==> config.mk <==
export PLATFORM = sky130hd
export DESIGN_NAME = header_phase_sequencer
export DESIGN_NICKNAME = d
export VERILOG_FILES = /design/src/rtl/header_pkg.sv /design/src/rtl/phase_timer.sv /design/src/rtl/header_phase_sequencer.sv
export SDC_FILE = /design/constraint.sdc
export NUM_CORES = 1
export LEC_CHECK = 0
export ABC_CLOCK_PERIOD_IN_PS = 4800
export BUFFER_PORTS_ARGS = -buffer_cell sky130_fd_sc_hd__buf_2
export CAP_MARGIN = 30
export CORE_ASPECT_RATIO = 1.1
export CORE_MARGIN = 5
export CORE_UTILIZATION = 45
export DETAILED_ROUTE_END_ITERATION = 16
export PLACE_DENSITY = 0.73
export SYNTH_ARGS = -nofsm -noshare
export SYNTH_HDL_FRONTEND = slang
export SYNTH_SLANG_ARGS = --single-unit
==> constraint.sdc <==
create_clock -name clock_i -period 4.8 [get_ports clock_i]
set_input_delay 0.96 -clock clock_i [delete_from_list [all_inputs] [get_ports clock_i]]
set_output_delay 0.96 -clock clock_i [all_outputs]
set_load 0.02 [all_outputs]
==> src/rtl/header_pkg.sv <==
// header_pkg: shared phase indices, FSM state encoding and default widths for the header sequencer.
package header_pkg;
  localparam int PH_FRAME     = 0;
  localparam int PH_MATRIX    = 1;
  localparam int PH_PIC       = 2;
  localparam int PH_SLICE_TBL = 3;
  localparam int PH_SLICE_HDR = 4;
  localparam int DEF_DATA_W   = 32;
  localparam int DEF_TMO_W    = 16;
  typedef enum logic [1:0] {ST_IDLE, ST_RUN, ST_CAPT, ST_FIN} state_e;
endpackage

==> src/rtl/phase_timer.sv <==
// phase_timer: per-phase cycle counter with a programmable limit strobe.
// Ports: clk_i/rst_n_i clock and sync active-low reset; clr_i zeroes the count;
// en_i advances it; limit_i cycle limit (0 = disabled); expire_o high on the last allowed cycle.
module phase_timer #(
  parameter int TMO_W = 16
) (
  input  logic             clk_i,
  input  logic             rst_n_i,
  input  logic             clr_i,
  input  logic             en_i,
  input  logic [TMO_W-1:0] limit_i,
  output logic             expire_o
);
  logic [TMO_W-1:0] cnt_q;
  always_ff @(posedge clk_i) begin
    if (!rst_n_i || clr_i) cnt_q <= '0;
    else if (en_i) cnt_q <= cnt_q + (TMO_W)'(1);
  end
  // Expiring at limit-1 keeps the run window exactly limit cycles wide.
  assign expire_o = en_i && (limit_i != '0) && (cnt_q == limit_i - (TMO_W)'(1));
endmodule

==> src/rtl/header_phase_sequencer.sv <==
// header_phase_sequencer: runs the enabled header phases in order and records per-phase byte offsets/sizes.
// Ports: clock_i/reset_n_i clock and sync active-low reset; start_i/abort_i sequence control;
// phase_enable_i/phase_max_cycles_i/phase_done_i per-phase config and handshake;
// set_bit_total_byte_size_i running packer byte count; phase_run_o one-hot run enable;
// phase_start_o/phase_size_o captured offsets and sizes; phase_timeout_o sticky limit flags;
// busy_o sequence in progress; done_o completion pulse.
module header_phase_sequencer
  import header_pkg::*;
#(
  parameter int NUM_PHASES = 5,
  parameter int DATA_W     = DEF_DATA_W,
  parameter int TMO_W      = DEF_TMO_W
) (
  input  logic                         clock_i,
  input  logic                         reset_n_i,
  input  logic                         start_i,
  input  logic                         abort_i,
  input  logic [NUM_PHASES-1:0]        phase_enable_i,
  input  logic [NUM_PHASES*TMO_W-1:0]  phase_max_cycles_i,
  input  logic [NUM_PHASES-1:0]        phase_done_i,
  input  logic [DATA_W-1:0]            set_bit_total_byte_size_i,
  output logic [NUM_PHASES-1:0]        phase_run_o,
  output logic [NUM_PHASES*DATA_W-1:0] phase_start_o,
  output logic [NUM_PHASES*DATA_W-1:0] phase_size_o,
  output logic [NUM_PHASES-1:0]        phase_timeout_o,
  output logic                         busy_o,
  output logic                         done_o
);
  localparam int IW = (NUM_PHASES > 1) ? $clog2(NUM_PHASES) : 1;
  state_e                  state_q;
  logic [IW-1:0]           cur_q;
  logic [NUM_PHASES-1:0]   run_q;
  logic [NUM_PHASES-1:0]   tmo_q;
  logic                    busy_q;
  logic                    done_q;
  logic [DATA_W-1:0]       start_q [NUM_PHASES];
  logic [DATA_W-1:0]       size_q  [NUM_PHASES];
  logic [TMO_W-1:0]        lim_a   [NUM_PHASES];
  logic [IW:0]             from;
  logic                    nxt_ok;
  logic [IW-1:0]           nxt;
  logic [NUM_PHASES-1:0]   nxt_oh;
  logic                    expire;
  for (genvar g = 0; g < NUM_PHASES; g++) begin : g_io
    assign lim_a[g] = phase_max_cycles_i[g*TMO_W +: TMO_W];
    assign phase_start_o[g*DATA_W +: DATA_W] = start_q[g];
    assign phase_size_o[g*DATA_W +: DATA_W]  = size_q[g];
  end
  // Next enabled phase: lowest one from 0 when idle, otherwise strictly after cur.
  always_comb begin
    from   = (state_q == ST_IDLE) ? '0 : {1'b0, cur_q} + (IW+1)'(1);
    nxt_ok = 1'b0;
    nxt    = '0;
    for (int i = NUM_PHASES - 1; i >= 0; i--) begin
      if (phase_enable_i[i] && ((IW+1)'(i) >= from)) begin
        nxt_ok = 1'b1;
        nxt    = (IW)'(i);
      end
    end
    nxt_oh = (NUM_PHASES)'(1) << nxt;
  end
  phase_timer #(.TMO_W(TMO_W)) u_timer (
    .clk_i    (clock_i),
    .rst_n_i  (reset_n_i),
    .clr_i    (state_q != ST_RUN),
    .en_i     (state_q == ST_RUN),
    .limit_i  (lim_a[cur_q]),
    .expire_o (expire)
  );
  always_ff @(posedge clock_i) begin
    if (!reset_n_i) begin
      state_q <= ST_IDLE;
      cur_q   <= '0;
      run_q   <= '0;
      tmo_q   <= '0;
      busy_q  <= 1'b0;
      done_q  <= 1'b0;
      for (int j = 0; j < NUM_PHASES; j++) begin
        start_q[j] <= '0;
        size_q[j]  <= '0;
      end
    end else if (abort_i && state_q != ST_IDLE) begin
      state_q <= ST_IDLE;
      run_q   <= '0;
      busy_q  <= 1'b0;
      done_q  <= 1'b0;
    end else begin
      case (state_q)
        ST_IDLE: if (start_i && !abort_i) begin
          busy_q  <= 1'b1;
          tmo_q   <= '0;
          cur_q   <= nxt;
          run_q   <= nxt_ok ? nxt_oh : '0;
          state_q <= nxt_ok ? ST_RUN : ST_FIN;
          done_q  <= !nxt_ok;
          // Leading skipped phases inherit the base offset of the first executed one.
          for (int j = 0; j < NUM_PHASES; j++) begin
            size_q[j]  <= '0;
            start_q[j] <= (!nxt_ok || (IW)'(j) <= nxt) ? set_bit_total_byte_size_i : '0;
          end
        end
        ST_RUN: if (phase_done_i[cur_q] || expire) begin
          if (!phase_done_i[cur_q]) tmo_q[cur_q] <= 1'b1;
          run_q   <= '0;
          state_q <= ST_CAPT;
        end
        ST_CAPT: begin
          size_q[cur_q] <= set_bit_total_byte_size_i - start_q[cur_q];
          // Skipped phases between cur and the next executed one share its start offset.
          for (int j = 0; j < NUM_PHASES; j++) begin
            if ((IW)'(j) > cur_q && (!nxt_ok || (IW)'(j) <= nxt)) start_q[j] <= set_bit_total_byte_size_i;
          end
          cur_q   <= nxt;
          run_q   <= nxt_ok ? nxt_oh : '0;
          state_q <= nxt_ok ? ST_RUN : ST_FIN;
          done_q  <= !nxt_ok;
        end
        ST_FIN: begin
          done_q  <= 1'b0;
          busy_q  <= 1'b0;
          state_q <= ST_IDLE;
        end
        default: state_q <= ST_IDLE;
      endcase
    end
  end
  assign phase_run_o     = run_q;
  assign phase_timeout_o = tmo_q;
  assign busy_o          = busy_q;
  assign done_o          = done_q;
endmodule

==> results of run 1 <==
[flip-flops by register name, summed over array words and instances, names as in the netlist, named ones only]
name             flops
busy_o               1
size_q             160
start_q            160
cur_q                3
u_timer.cnt_q       16
done_o               1
state_q              2
phase_timeout_o      5
phase_run_o          5
[worst max-delay path by stage]
stage,endpoint,start,cells after the start
after floorplan,start_q[4][0]$_DFFE_PP_,abort_i,6
after global placement,size_q[3][20]$_SDFFCE_PN0P_,register,14
after detailed placement,size_q[3][20]$_SDFFCE_PN0P_,register,14
after CTS,size_q[3][20]$_SDFFCE_PN0P_,register,14
after global routing,size_q[1][20]$_SDFFCE_PN0P_,register,14
final,size_q[1][20]$_SDFFCE_PN0P_,register,14
[power by group through the flow]
stage                     clock [mW]  sequential (mW)  combinational [mW]
after global routing            2.99             3.67                1.58
after detailed placement           0             3.73                1.47
final                           2.85             3.66                1.47
after CTS                       2.87             3.66                1.47
after floorplan                    0             3.91               0.683
after global placement             0             3.72                1.45
[per-layer routing]
layer / wire [um] / share of wire
met5: 27 / 0.00048
met4: 1972 / 0.035
met3: 4640 / 0.083
met2: 27730 / 0.50
met1: 21580 / 0.39
[worst max-delay path, cell delays in order, from the launching register on]
cell and delay [ps]:
sky130_fd_sc_hd__dfxtp_2 390, sky130_fd_sc_hd__buf_4 250, sky130_fd_sc_hd__mux4_2 520, sky130_fd_sc_hd__mux2i_1 170, sky130_fd_sc_hd__ha_1 290, sky130_fd_sc_hd__nor2b_1 140
sky130_fd_sc_hd__o21ai_0 370, sky130_fd_sc_hd__a21oi_1 160, sky130_fd_sc_hd__o21ai_0 400, sky130_fd_sc_hd__nand3_1 200, sky130_fd_sc_hd__a21o_1 220, sky130_fd_sc_hd__a21o_1 230
sky130_fd_sc_hd__a221oi_1 330, sky130_fd_sc_hd__xor2_1 410, sky130_fd_sc_hd__nor2_1 80
[layout make-up]
cell class,count,area [sq um],share of cell area
clock inverter,23,222.7,0.01035
antenna,2,5.005,0.0002327
multi-input combinational,958,6693,0.3111
tap,500,625.6,0.02908
sequential,356,10330,0.4805
timing repair buffer,494,2585,0.1202
clock buffer,43,969.7,0.04508
inverter,20,75.07,0.003490
[stage by stage]
stage          utilization  instances
4_1_cts             0.5645       2394
2_1_floorplan            -       1409
3_3_place_gp        0.5328       2327
3_5_place_dp        0.5332       2328
6_report            0.5646       2396
5_1_grt             0.5646       2396
[cells by family after synthesis]
| group | Yosys count |
|---|---|
| flops | 356 |
| mux | 99 |
| xor+xnor | 64 |
| buf+inv | 95 |
| simple gates | 562 |
| fa+ha+maj | 36 |
| compound gates | 197 |
[synth_stat cells (5+ instances only)]
cell / instances
sky130_fd_sc_hd__edfxtp_1: 320
sky130_fd_sc_hd__nor2_1: 225
sky130_fd_sc_hd__and2_1: 131
sky130_fd_sc_hd__a21oi_1: 60
sky130_fd_sc_hd__clkbuf_1: 58
sky130_fd_sc_hd__nand2_1: 58
sky130_fd_sc_hd__mux2i_1: 56
sky130_fd_sc_hd__and3_1: 44
sky130_fd_sc_hd__o21ai_0: 40
sky130_fd_sc_hd__dfxtp_1: 36
sky130_fd_sc_hd__ha_1: 35
sky130_fd_sc_hd__mux4_2: 35
sky130_fd_sc_hd__xor2_1: 33
sky130_fd_sc_hd__xnor2_1: 31
sky130_fd_sc_hd__a21o_1: 21
sky130_fd_sc_hd__nand3_1: 21
sky130_fd_sc_hd__nor2b_1: 21
sky130_fd_sc_hd__inv_1: 18
sky130_fd_sc_hd__a211oi_1: 11
sky130_fd_sc_hd__buf_1: 10
sky130_fd_sc_hd__nand2b_1: 10
sky130_fd_sc_hd__nor3_1: 10
sky130_fd_sc_hd__nand4_1: 8
sky130_fd_sc_hd__o31ai_1: 7
sky130_fd_sc_hd__o211ai_1: 6
sky130_fd_sc_hd__o21a_1: 6
sky130_fd_sc_hd__o22ai_1: 5
==> flow_results.xml, run 1 <==
<?xml version="1.0" encoding="UTF-8"?>
<metrics>
  <group name="pwr">
    <metric name="power_leakage" unit="nW">9.132</metric>
    <metric name="post-layout-total-power" unit="mW">7.980</metric>
    <metric name="sequentialPowerShare" unit="">0.459</metric>
    <metric name="power.internal" unit="mW">5.697</metric>
    <metric name="powerDensity" unit="nW/um^2">371.0</metric>
    <metric name="pwr-share-clk" unit="">0.357</metric>
    <metric name="netSwitchingFraction" unit="">0.2860</metric>
    <metric name="ir_drop" unit="mV">0.2294</metric>
    <metric name="switching_power" unit="mW">2.282</metric>
    <metric name="comb_power_share" unit="">0.184</metric>
  </group>
  <group name="grt">
    <metric name="overflow" unit="">0</metric>
    <metric name="globalRouteMet3Util" unit="">0.05630</metric>
    <metric name="globalRouteTotalUtil" unit="">0.2504</metric>
    <metric name="grt_pass1_wl" unit="um">81360</metric>
    <metric name="gr-usage-met2" unit="">0.4313</metric>
    <metric name="global_route.usage.met1" unit="">0.3114</metric>
    <metric name="grt_antenna_before_repair" unit="">4</metric>
    <metric name="number_of_global_route_vias_before_repair" unit="">13350</metric>
    <metric name="pin_count_of_the_biggest_net_entering_global_routing" unit="">36</metric>
    <metric name="globalRoute.busiestLayer" unit="">met2</metric>
  </group>
  <group name="timing">
    <metric name="timing_worst_slew_pin_value" unit="ps">942.7</metric>
    <metric name="layout_worst_path_cycle_share" unit="">0.9285</metric>
    <metric name="fmaxAchievable" unit="MHz">224.4</metric>
    <metric name="final_hold_viol_count" unit="">0</metric>
    <metric name="setup_ws" unit="ps">343.4</metric>
    <metric name="fin_setup_tns" unit="ps">0</metric>
    <metric name="holdWs" unit="ps">470.5</metric>
    <metric name="final_max_slew_viol_count" unit="">0</metric>
    <metric name="post-route-min-period" unit="ps">4457</metric>
    <metric name="timing.max_slew.rel_slack" unit="">0.3693</metric>
    <metric name="clock_skew_after_layout" unit="ps">31.28</metric>
    <metric name="timing.final.setup_violations" unit="">0</metric>
    <metric name="rsz0062_at_grt" unit="">false</metric>
  </group>
  <group name="clock_tree">
    <metric name="postCtsResizedCells" unit="">0</metric>
    <metric name="clockRootBuffer" unit="">sky130_fd_sc_hd__clkbuf_16</metric>
    <metric name="post_cts_buffers" unit="">0</metric>
    <metric name="num_clock_sinks" unit="">356</metric>
    <metric name="clk_path_buf_depth" unit="">3</metric>
    <metric name="cts.reportedPaths.clkPinSlew" unit="ps">60</metric>
    <metric name="cts_tree" unit="">yes</metric>
    <metric name="tritoncts.num_buffers" unit="">37</metric>
    <metric name="h-tree-depth" unit="">2</metric>
    <metric name="clock_latency" unit="ps">540</metric>
    <metric name="cts.hold.buffers_added" unit="">0</metric>
  </group>
  <group name="synthesis">
    <metric name="synth_sequential_area_ratio" unit="">0.5958</metric>
    <metric name="ys_ff_latch" unit="">356</metric>
    <metric name="postSynthCellCount" unit="">1409</metric>
    <metric name="async_flop_share" unit="">0</metric>
    <metric name="synth_edf_count" unit="">320</metric>
    <metric name="synth_area" unit="sq um">17340</metric>
    <metric name="synth-main-ff-cell" unit="">sky130_fd_sc_hd__edfxtp_1</metric>
    <metric name="yosys.area_share.simple" unit="">0.1654</metric>
    <metric name="synth.yosys.warnings" unit="">0</metric>
    <metric name="synth.net_count" unit="">1571</metric>
    <metric name="synth_largest_type_area_fraction" unit="">0.5542</metric>
    <metric name="post_synth_xor_area_fraction" unit="">0.03233</metric>
    <metric name="synth_fa_ha_area_frac" unit="">0.02641</metric>
    <metric name="share_of_the_synthesized_area_in_compound_gates_ao_oa_aoi_oai" unit="">0.07440</metric>
    <metric name="synth_cell_type_count" unit="">76</metric>
    <metric name="synthTopCellsByArea" unit="">sky130_fd_sc_hd__edfxtp_1, sky130_fd_sc_hd__nor2_1, sky130_fd_sc_hd__and2_1</metric>
    <metric name="combinational_family_with_the_most_area_after_synthesis" unit="">simple AND/OR/NAND/NOR gates</metric>
    <metric name="synth_largest_area_cell" unit="">sky130_fd_sc_hd__edfxtp_1</metric>
    <metric name="post_synth.cell_area_avg" unit="sq um">12.31</metric>
    <metric name="synth_mux_area_frac" unit="">0.08320</metric>
  </group>
  <group name="routing">
    <metric name="wirelength" unit="um">55940</metric>
    <metric name="viasPerCell" unit="">5.556</metric>
    <metric name="first_pass_iters" unit="">5</metric>
    <metric name="num_vias" unit="">13310</metric>
    <metric name="routed_wire_length_per_instance" unit="um">23.35</metric>
    <metric name="detailedRoute.firstIterationViolations" unit="">989</metric>
    <metric name="remaining_design_rule_violation_count" unit="">0</metric>
    <metric name="drt.antenna.violating_nets" unit="">0</metric>
  </group>
  <group name="hold_path">
    <metric name="worst_hold_path_type" unit="">register to register</metric>
    <metric name="worstHoldStart" unit="">phase_run_o[1]$_SDFFE_PP0P_</metric>
    <metric name="min_to" unit="">phase_run_o[1]$_SDFFE_PP0P_</metric>
    <metric name="timing.hold.worst_path_depth" unit="">2</metric>
  </group>
  <group name="floorplanning">
    <metric name="top_level_ports" unit="">458</metric>
    <metric name="start_util" unit="">0.4551</metric>
    <metric name="dieArea" unit="sq um">42560</metric>
    <metric name="floorplan.core_area" unit="sq um">38100</metric>
    <metric name="num_rows" unit="">75</metric>
    <metric name="chipWidth" unit="um">197.2</metric>
    <metric name="die_h" unit="um">215.9</metric>
  </group>
  <group name="place">
    <metric name="dp_area" unit="sq um">20310</metric>
    <metric name="dp_worst_setup_slack" unit="ps">403.8</metric>
    <metric name="portBuffers" unit="">457</metric>
    <metric name="globalplace.congestion" unit="">0.9239</metric>
    <metric name="place_hpwl" unit="um">41660</metric>
  </group>
  <group name="layout">
    <metric name="post_route_cells_drive_above_1_share" unit="">0.3252</metric>
    <metric name="layout_common_cells" unit="">sky130_fd_sc_hd__buf_2, sky130_fd_sc_hd__edfxtp_1, sky130_fd_sc_hd__nor2_1</metric>
    <metric name="layout_commonest_cell" unit="">sky130_fd_sc_hd__buf_2</metric>
    <metric name="fillers" unit="">3250</metric>
    <metric name="areaGrowthSynthToFinish" unit="%">24.06</metric>
    <metric name="design.final.nets" unit="">2029</metric>
    <metric name="fin_area" unit="sq um">21510</metric>
  </group>
  <group name="setup_path">
    <metric name="critPathKind" unit="">register to register</metric>
    <metric name="r2r_setup_slack" unit="ps">340</metric>
    <metric name="cp_max_fo" unit="">10</metric>
    <metric name="crit_path_end_kind" unit="">register</metric>
    <metric name="timing.critical_path.from_type" unit="">register</metric>
    <metric name="reg2reg_to" unit="">size_q[1][20]$_SDFFCE_PN0P_</metric>
    <metric name="cp_data_arrival_time" unit="ps">4710</metric>
    <metric name="timing.critical_path.required" unit="ps">5050</metric>
    <metric name="worst_r2r_path_depth" unit="">14</metric>
  </group>
  <group name="flow_run">
    <metric name="cap_violations" unit="">0</metric>
  </group>
  <group name="run_status">
    <metric name="outcome" unit="">completed</metric>
  </group>
</metrics>
(Power assumes the default switching activity.)
==> inputs of run 2 (changes only) <==
--- a/config.mk
+++ b/config.mk
@@ -5,14 +5,15 @@
 export SDC_FILE = /design/constraint.sdc
 export NUM_CORES = 1
 export LEC_CHECK = 0
+export ABC_AREA = 1
 export ABC_CLOCK_PERIOD_IN_PS = 4800
 export BUFFER_PORTS_ARGS = -buffer_cell sky130_fd_sc_hd__buf_2
-export CAP_MARGIN = 30
+export CAP_MARGIN = 20
 export CORE_ASPECT_RATIO = 1.1
 export CORE_MARGIN = 5
 export CORE_UTILIZATION = 45
 export DETAILED_ROUTE_END_ITERATION = 16
-export PLACE_DENSITY = 0.73
+export PLACE_DENSITY = 0.72
 export SYNTH_ARGS = -nofsm -noshare
 export SYNTH_HDL_FRONTEND = slang
 export SYNTH_SLANG_ARGS = --single-unit
==> flow_results.xml, run 2 <==
<?xml version="1.0" encoding="UTF-8"?>
<metrics>
  <group name="synthesis">
    <metric name="synth.yosys.warnings" unit="">0</metric>
    <metric name="synth.net_count" unit="">1982</metric>
    <metric name="async_flop_share" unit="">0</metric>
    <metric name="post_synth.cell_area_avg" unit="sq um">9.758</metric>
    <metric name="synth_largest_area_cell" unit="">sky130_fd_sc_hd__edfxtp_1</metric>
    <metric name="synthTopCellsByArea" unit="">sky130_fd_sc_hd__edfxtp_1, sky130_fd_sc_hd__nor2_1, sky130_fd_sc_hd__nand2_1</metric>
    <metric name="synth_largest_type_area_fraction" unit="">0.5411</metric>
    <metric name="synth_area" unit="sq um">17760</metric>
    <metric name="postSynthCellCount" unit="">1820</metric>
    <metric name="synth_edf_count" unit="">320</metric>
    <metric name="ys_ff_latch" unit="">356</metric>
    <metric name="synth_cell_type_count" unit="">55</metric>
    <metric name="synth-main-ff-cell" unit="">sky130_fd_sc_hd__edfxtp_1</metric>
    <metric name="yosysMostFrequentCell" unit="">sky130_fd_sc_hd__edfxtp_1</metric>
    <metric name="synth_commonest_cells" unit="">sky130_fd_sc_hd__edfxtp_1, sky130_fd_sc_hd__nor2_1, sky130_fd_sc_hd__nand2_1, sky130_fd_sc_hd__o21ai_0, sky130_fd_sc_hd__inv_1</metric>
    <metric name="synth_sequential_area_ratio" unit="">0.5817</metric>
  </group>
  <group name="setup_path">
    <metric name="worstSetupPathDepth" unit="">15</metric>
    <metric name="path_buf_inv" unit="">3</metric>
    <metric name="reg2reg_to" unit="">size_q[0][27]$_SDFFCE_PN0P_</metric>
    <metric name="timing.critical_path.cells" unit="">inv_2 &gt; buf_4 &gt; o21ai_0 &gt; o22ai_1 &gt; mux2i_1 &gt; ha_1 &gt; nand2_1 &gt; inv_1 &gt; nand3_1 &gt; nor3_1 &gt; nand3_1 &gt; nand3_1 &gt; a21oi_1 &gt; xor2_1 &gt; nor2_1</metric>
    <metric name="cp_slowest_cell" unit="">sky130_fd_sc_hd__buf_4</metric>
    <metric name="crit_path_end_kind" unit="">register</metric>
    <metric name="crit_family" unit="">simple AND/OR/NAND/NOR gates</metric>
    <metric name="cp_max_fo" unit="">36</metric>
    <metric name="timing.critical_path.from_type" unit="">register</metric>
    <metric name="cp-endpoint" unit="">size_q[0][27]$_SDFFCE_PN0P_</metric>
    <metric name="worst_r2r_path_depth" unit="">15</metric>
    <metric name="timing.critical_path.required" unit="ps">5050</metric>
    <metric name="r2r_setup_slack" unit="ps">610</metric>
    <metric name="cpMostUsedCell" unit="">sky130_fd_sc_hd__nand3_1</metric>
    <metric name="cp_data_arrival_time" unit="ps">4440</metric>
    <metric name="critPathKind" unit="">register to register</metric>
    <metric name="critical-path-max-stage-delay" unit="ps">460</metric>
  </group>
  <group name="routing">
    <metric name="remaining_design_rule_violation_count" unit="">0</metric>
    <metric name="drt.antenna.violating_nets" unit="">0</metric>
    <metric name="wirelength" unit="um">63530</metric>
    <metric name="num_vias" unit="">15820</metric>
    <metric name="detailedRoute.firstIterationViolations" unit="">1522</metric>
    <metric name="viasPerCell" unit="">5.624</metric>
    <metric name="routed_wire_length_per_instance" unit="um">22.59</metric>
    <metric name="first_pass_iters" unit="">5</metric>
  </group>
  <group name="timing">
    <metric name="fmaxAchievable" unit="MHz">238.5</metric>
    <metric name="fin_setup_tns" unit="ps">0</metric>
    <metric name="timing_worst_slew_pin_value" unit="ps">953.5</metric>
    <metric name="post-route-min-period" unit="ps">4194</metric>
    <metric name="timing.max_slew.rel_slack" unit="">0.3628</metric>
    <metric name="clock_skew_after_layout" unit="ps">17.90</metric>
    <metric name="timing.final.setup_violations" unit="">0</metric>
    <metric name="final_hold_viol_count" unit="">0</metric>
    <metric name="rsz0062_at_grt" unit="">false</metric>
    <metric name="layout_worst_path_cycle_share" unit="">0.8737</metric>
    <metric name="final_max_slew_viol_count" unit="">0</metric>
  </group>
  <group name="layout">
    <metric name="fin_area" unit="sq um">21760</metric>
    <metric name="fillers" unit="">3417</metric>
    <metric name="post_route_cells_drive_above_1_share" unit="">0.2796</metric>
    <metric name="design.final.nets" unit="">2443</metric>
    <metric name="layout_common_cells" unit="">sky130_fd_sc_hd__buf_2, sky130_fd_sc_hd__edfxtp_1, sky130_fd_sc_hd__nor2_1</metric>
    <metric name="areaGrowthSynthToFinish" unit="%">22.50</metric>
    <metric name="largestRegisters" unit="">size_q (160), start_q (160), u_timer.cnt_q (16)</metric>
    <metric name="postLayoutCoreUtil" unit="">0.5567</metric>
    <metric name="layout_commonest_cell" unit="">sky130_fd_sc_hd__buf_2</metric>
  </group>
  <group name="floorplanning">
    <metric name="num_rows" unit="">76</metric>
    <metric name="top_level_ports" unit="">458</metric>
    <metric name="dieArea" unit="sq um">43540</metric>
    <metric name="floorplan.core_area" unit="sq um">39080</metric>
    <metric name="die_h" unit="um">218.4</metric>
    <metric name="chipWidth" unit="um">199.4</metric>
    <metric name="start_util" unit="">0.4544</metric>
  </group>
  <group name="grt">
    <metric name="pin_count_of_the_biggest_net_entering_global_routing" unit="">49</metric>
    <metric name="grt_antenna_before_repair" unit="">6</metric>
    <metric name="number_of_global_route_vias_before_repair" unit="">15520</metric>
    <metric name="overflow" unit="">0</metric>
    <metric name="grt_pass1_wl" unit="um">92010</metric>
    <metric name="globalRouteTotalUtil" unit="">0.2790</metric>
  </group>
  <group name="clock_tree">
    <metric name="h-tree-depth" unit="">2</metric>
    <metric name="num_clock_sinks" unit="">356</metric>
    <metric name="clockRootBuffer" unit="">sky130_fd_sc_hd__clkbuf_16</metric>
    <metric name="cts.hold.buffers_added" unit="">0</metric>
    <metric name="clock_latency" unit="ps">540</metric>
    <metric name="post_cts_buffers" unit="">0</metric>
    <metric name="clk_path_buf_depth" unit="">3</metric>
    <metric name="cts_tree" unit="">yes</metric>
    <metric name="tritoncts.num_buffers" unit="">35</metric>
    <metric name="postCtsResizedCells" unit="">0</metric>
    <metric name="cts.reportedPaths.clkPinSlew" unit="ps">60</metric>
  </group>
  <group name="pwr">
    <metric name="powerDensity" unit="nW/um^2">582.2</metric>
    <metric name="power_leakage" unit="nW">9.865</metric>
    <metric name="ir_drop" unit="mV">0.3314</metric>
  </group>
  <group name="place">
    <metric name="portBuffers" unit="">457</metric>
    <metric name="dp_area" unit="sq um">20650</metric>
    <metric name="place_hpwl" unit="um">47190</metric>
    <metric name="globalplace.congestion" unit="">1.002</metric>
  </group>
  <group name="flow_run">
    <metric name="cap_violations" unit="">0</metric>
  </group>
  <group name="hold_path">
    <metric name="worst_hold_path_type" unit="">register to register</metric>
  </group>
  <group name="run_status">
    <metric name="outcome" unit="">completed</metric>
  </group>
</metrics>
[run 2: cell types whose count changed after synthesis, moves of 35 or more]
cell                      delta
sky130_fd_sc_hd__nand3_1    +42
sky130_fd_sc_hd__inv_1     +115
sky130_fd_sc_hd__nand2_1   +242
sky130_fd_sc_hd__nor2_1     +78
sky130_fd_sc_hd__and3_1     -44
sky130_fd_sc_hd__mux4_2     -35
sky130_fd_sc_hd__and2_1    -131
sky130_fd_sc_hd__o21ai_0   +147
[run 2: final cells by class]
| type | instances | area (sq um) | area share |
|---|---|---|---|
| multi-input combinational | 1251 | 6565 | 0.3018 |
| antenna | 3 | 7.507 | 0.0003451 |
| inverter | 142 | 535.5 | 0.02461 |
| sequential | 356 | 10330 | 0.4749 |
| clock buffer | 49 | 979.7 | 0.04503 |
| tap | 507 | 634.4 | 0.02916 |
| timing repair buffer | 495 | 2585 | 0.1188 |
| clock inverter | 10 | 116.4 | 0.005349 |
[run 2: cell families (layout without fill, tap and decap cells)]
group,after synthesis,in the layout,synth area share
compound gates,348,348,0.1058
fa+ha+maj,36,36,0.02579
buf+inv,213,696,0.05009
simple gates,796,796,0.1988
other cells,0,3,0
xor+xnor,42,42,0.02149
flops,356,356,0.5817
mux,29,29,0.01635
[run 2: worst min path at each step]
| stage | from | to | slack (ps) | depth (start not counted) |
|---|---|---|---|---|
| 2_1_floorplan | u_timer.cnt_q[15]$_SDFFE_PP0P_ | u_timer.cnt_q[15]$_SDFFE_PP0P_ | 440 | 1 |
| 3_3_place_gp | phase_timeout_o[1]$_SDFFE_PN0P_ | phase_timeout_o[1]$_SDFFE_PN0P_ | 450 | 2 |
| 3_5_place_dp | phase_timeout_o[4]$_SDFFE_PN0P_ | phase_timeout_o[4]$_SDFFE_PN0P_ | 450 | 2 |
| 4_1_cts | phase_run_o[1]$_SDFFE_PP0P_ | phase_run_o[1]$_SDFFE_PP0P_ | 460 | 2 |
| 5_1_grt | phase_run_o[4]$_SDFFE_PP0P_ | phase_run_o[4]$_SDFFE_PP0P_ | 480 | 2 |
| 6_report | phase_timeout_o[1]$_SDFFE_PN0P_ | phase_timeout_o[1]$_SDFFE_PN0P_ | 460 | 2 |
[run 2: worst register-to-register path, stage by stage (launching register included)]
cell and delay, ps:
sky130_fd_sc_hd__dfxtp_2 330, sky130_fd_sc_hd__inv_2 350, sky130_fd_sc_hd__buf_4 470, sky130_fd_sc_hd__o21ai_0 200
sky130_fd_sc_hd__o22ai_1 180, sky130_fd_sc_hd__mux2i_1 110, sky130_fd_sc_hd__ha_1 390, sky130_fd_sc_hd__nand2_1 100
sky130_fd_sc_hd__inv_1 80, sky130_fd_sc_hd__nand3_1 100, sky130_fd_sc_hd__nor3_1 420, sky130_fd_sc_hd__nand3_1 210
sky130_fd_sc_hd__nand3_1 250, sky130_fd_sc_hd__a21oi_1 130, sky130_fd_sc_hd__xor2_1 450, sky130_fd_sc_hd__nor2_1 150
[run 2: through the flow]
step	cells	power [mW]	worst slack (ps)	hold WS [ps]
finish	2813	12.67	606.4	461.6
global route	2811	13.25	320.6	480.3
CTS	2810	12.63	675.7	461.7
detailed placement	2751	9.968	623.4	446.8
global placement	2751	9.875	761.1	445.9
floorplan	1820	7.895	1345	442.6
[run 2: layer usage]
layer,global-route usage,up-vias,share of wire
li1,-,7201,-
met1,0.3284,7448,0.35
met2,0.4929,995,0.50
met3,0.06583,169,0.11
met4,0.1078,6,0.043
met5,0,-,0.00054
[run 2: report_power, final]
group | total, mW | switching [mW] | internal [mW]
combinational | 5.52 | 4.01 | 1.51
clock | 2.68 | 1.15 | 1.53
sequential | 4.47 | 0.361 | 4.10
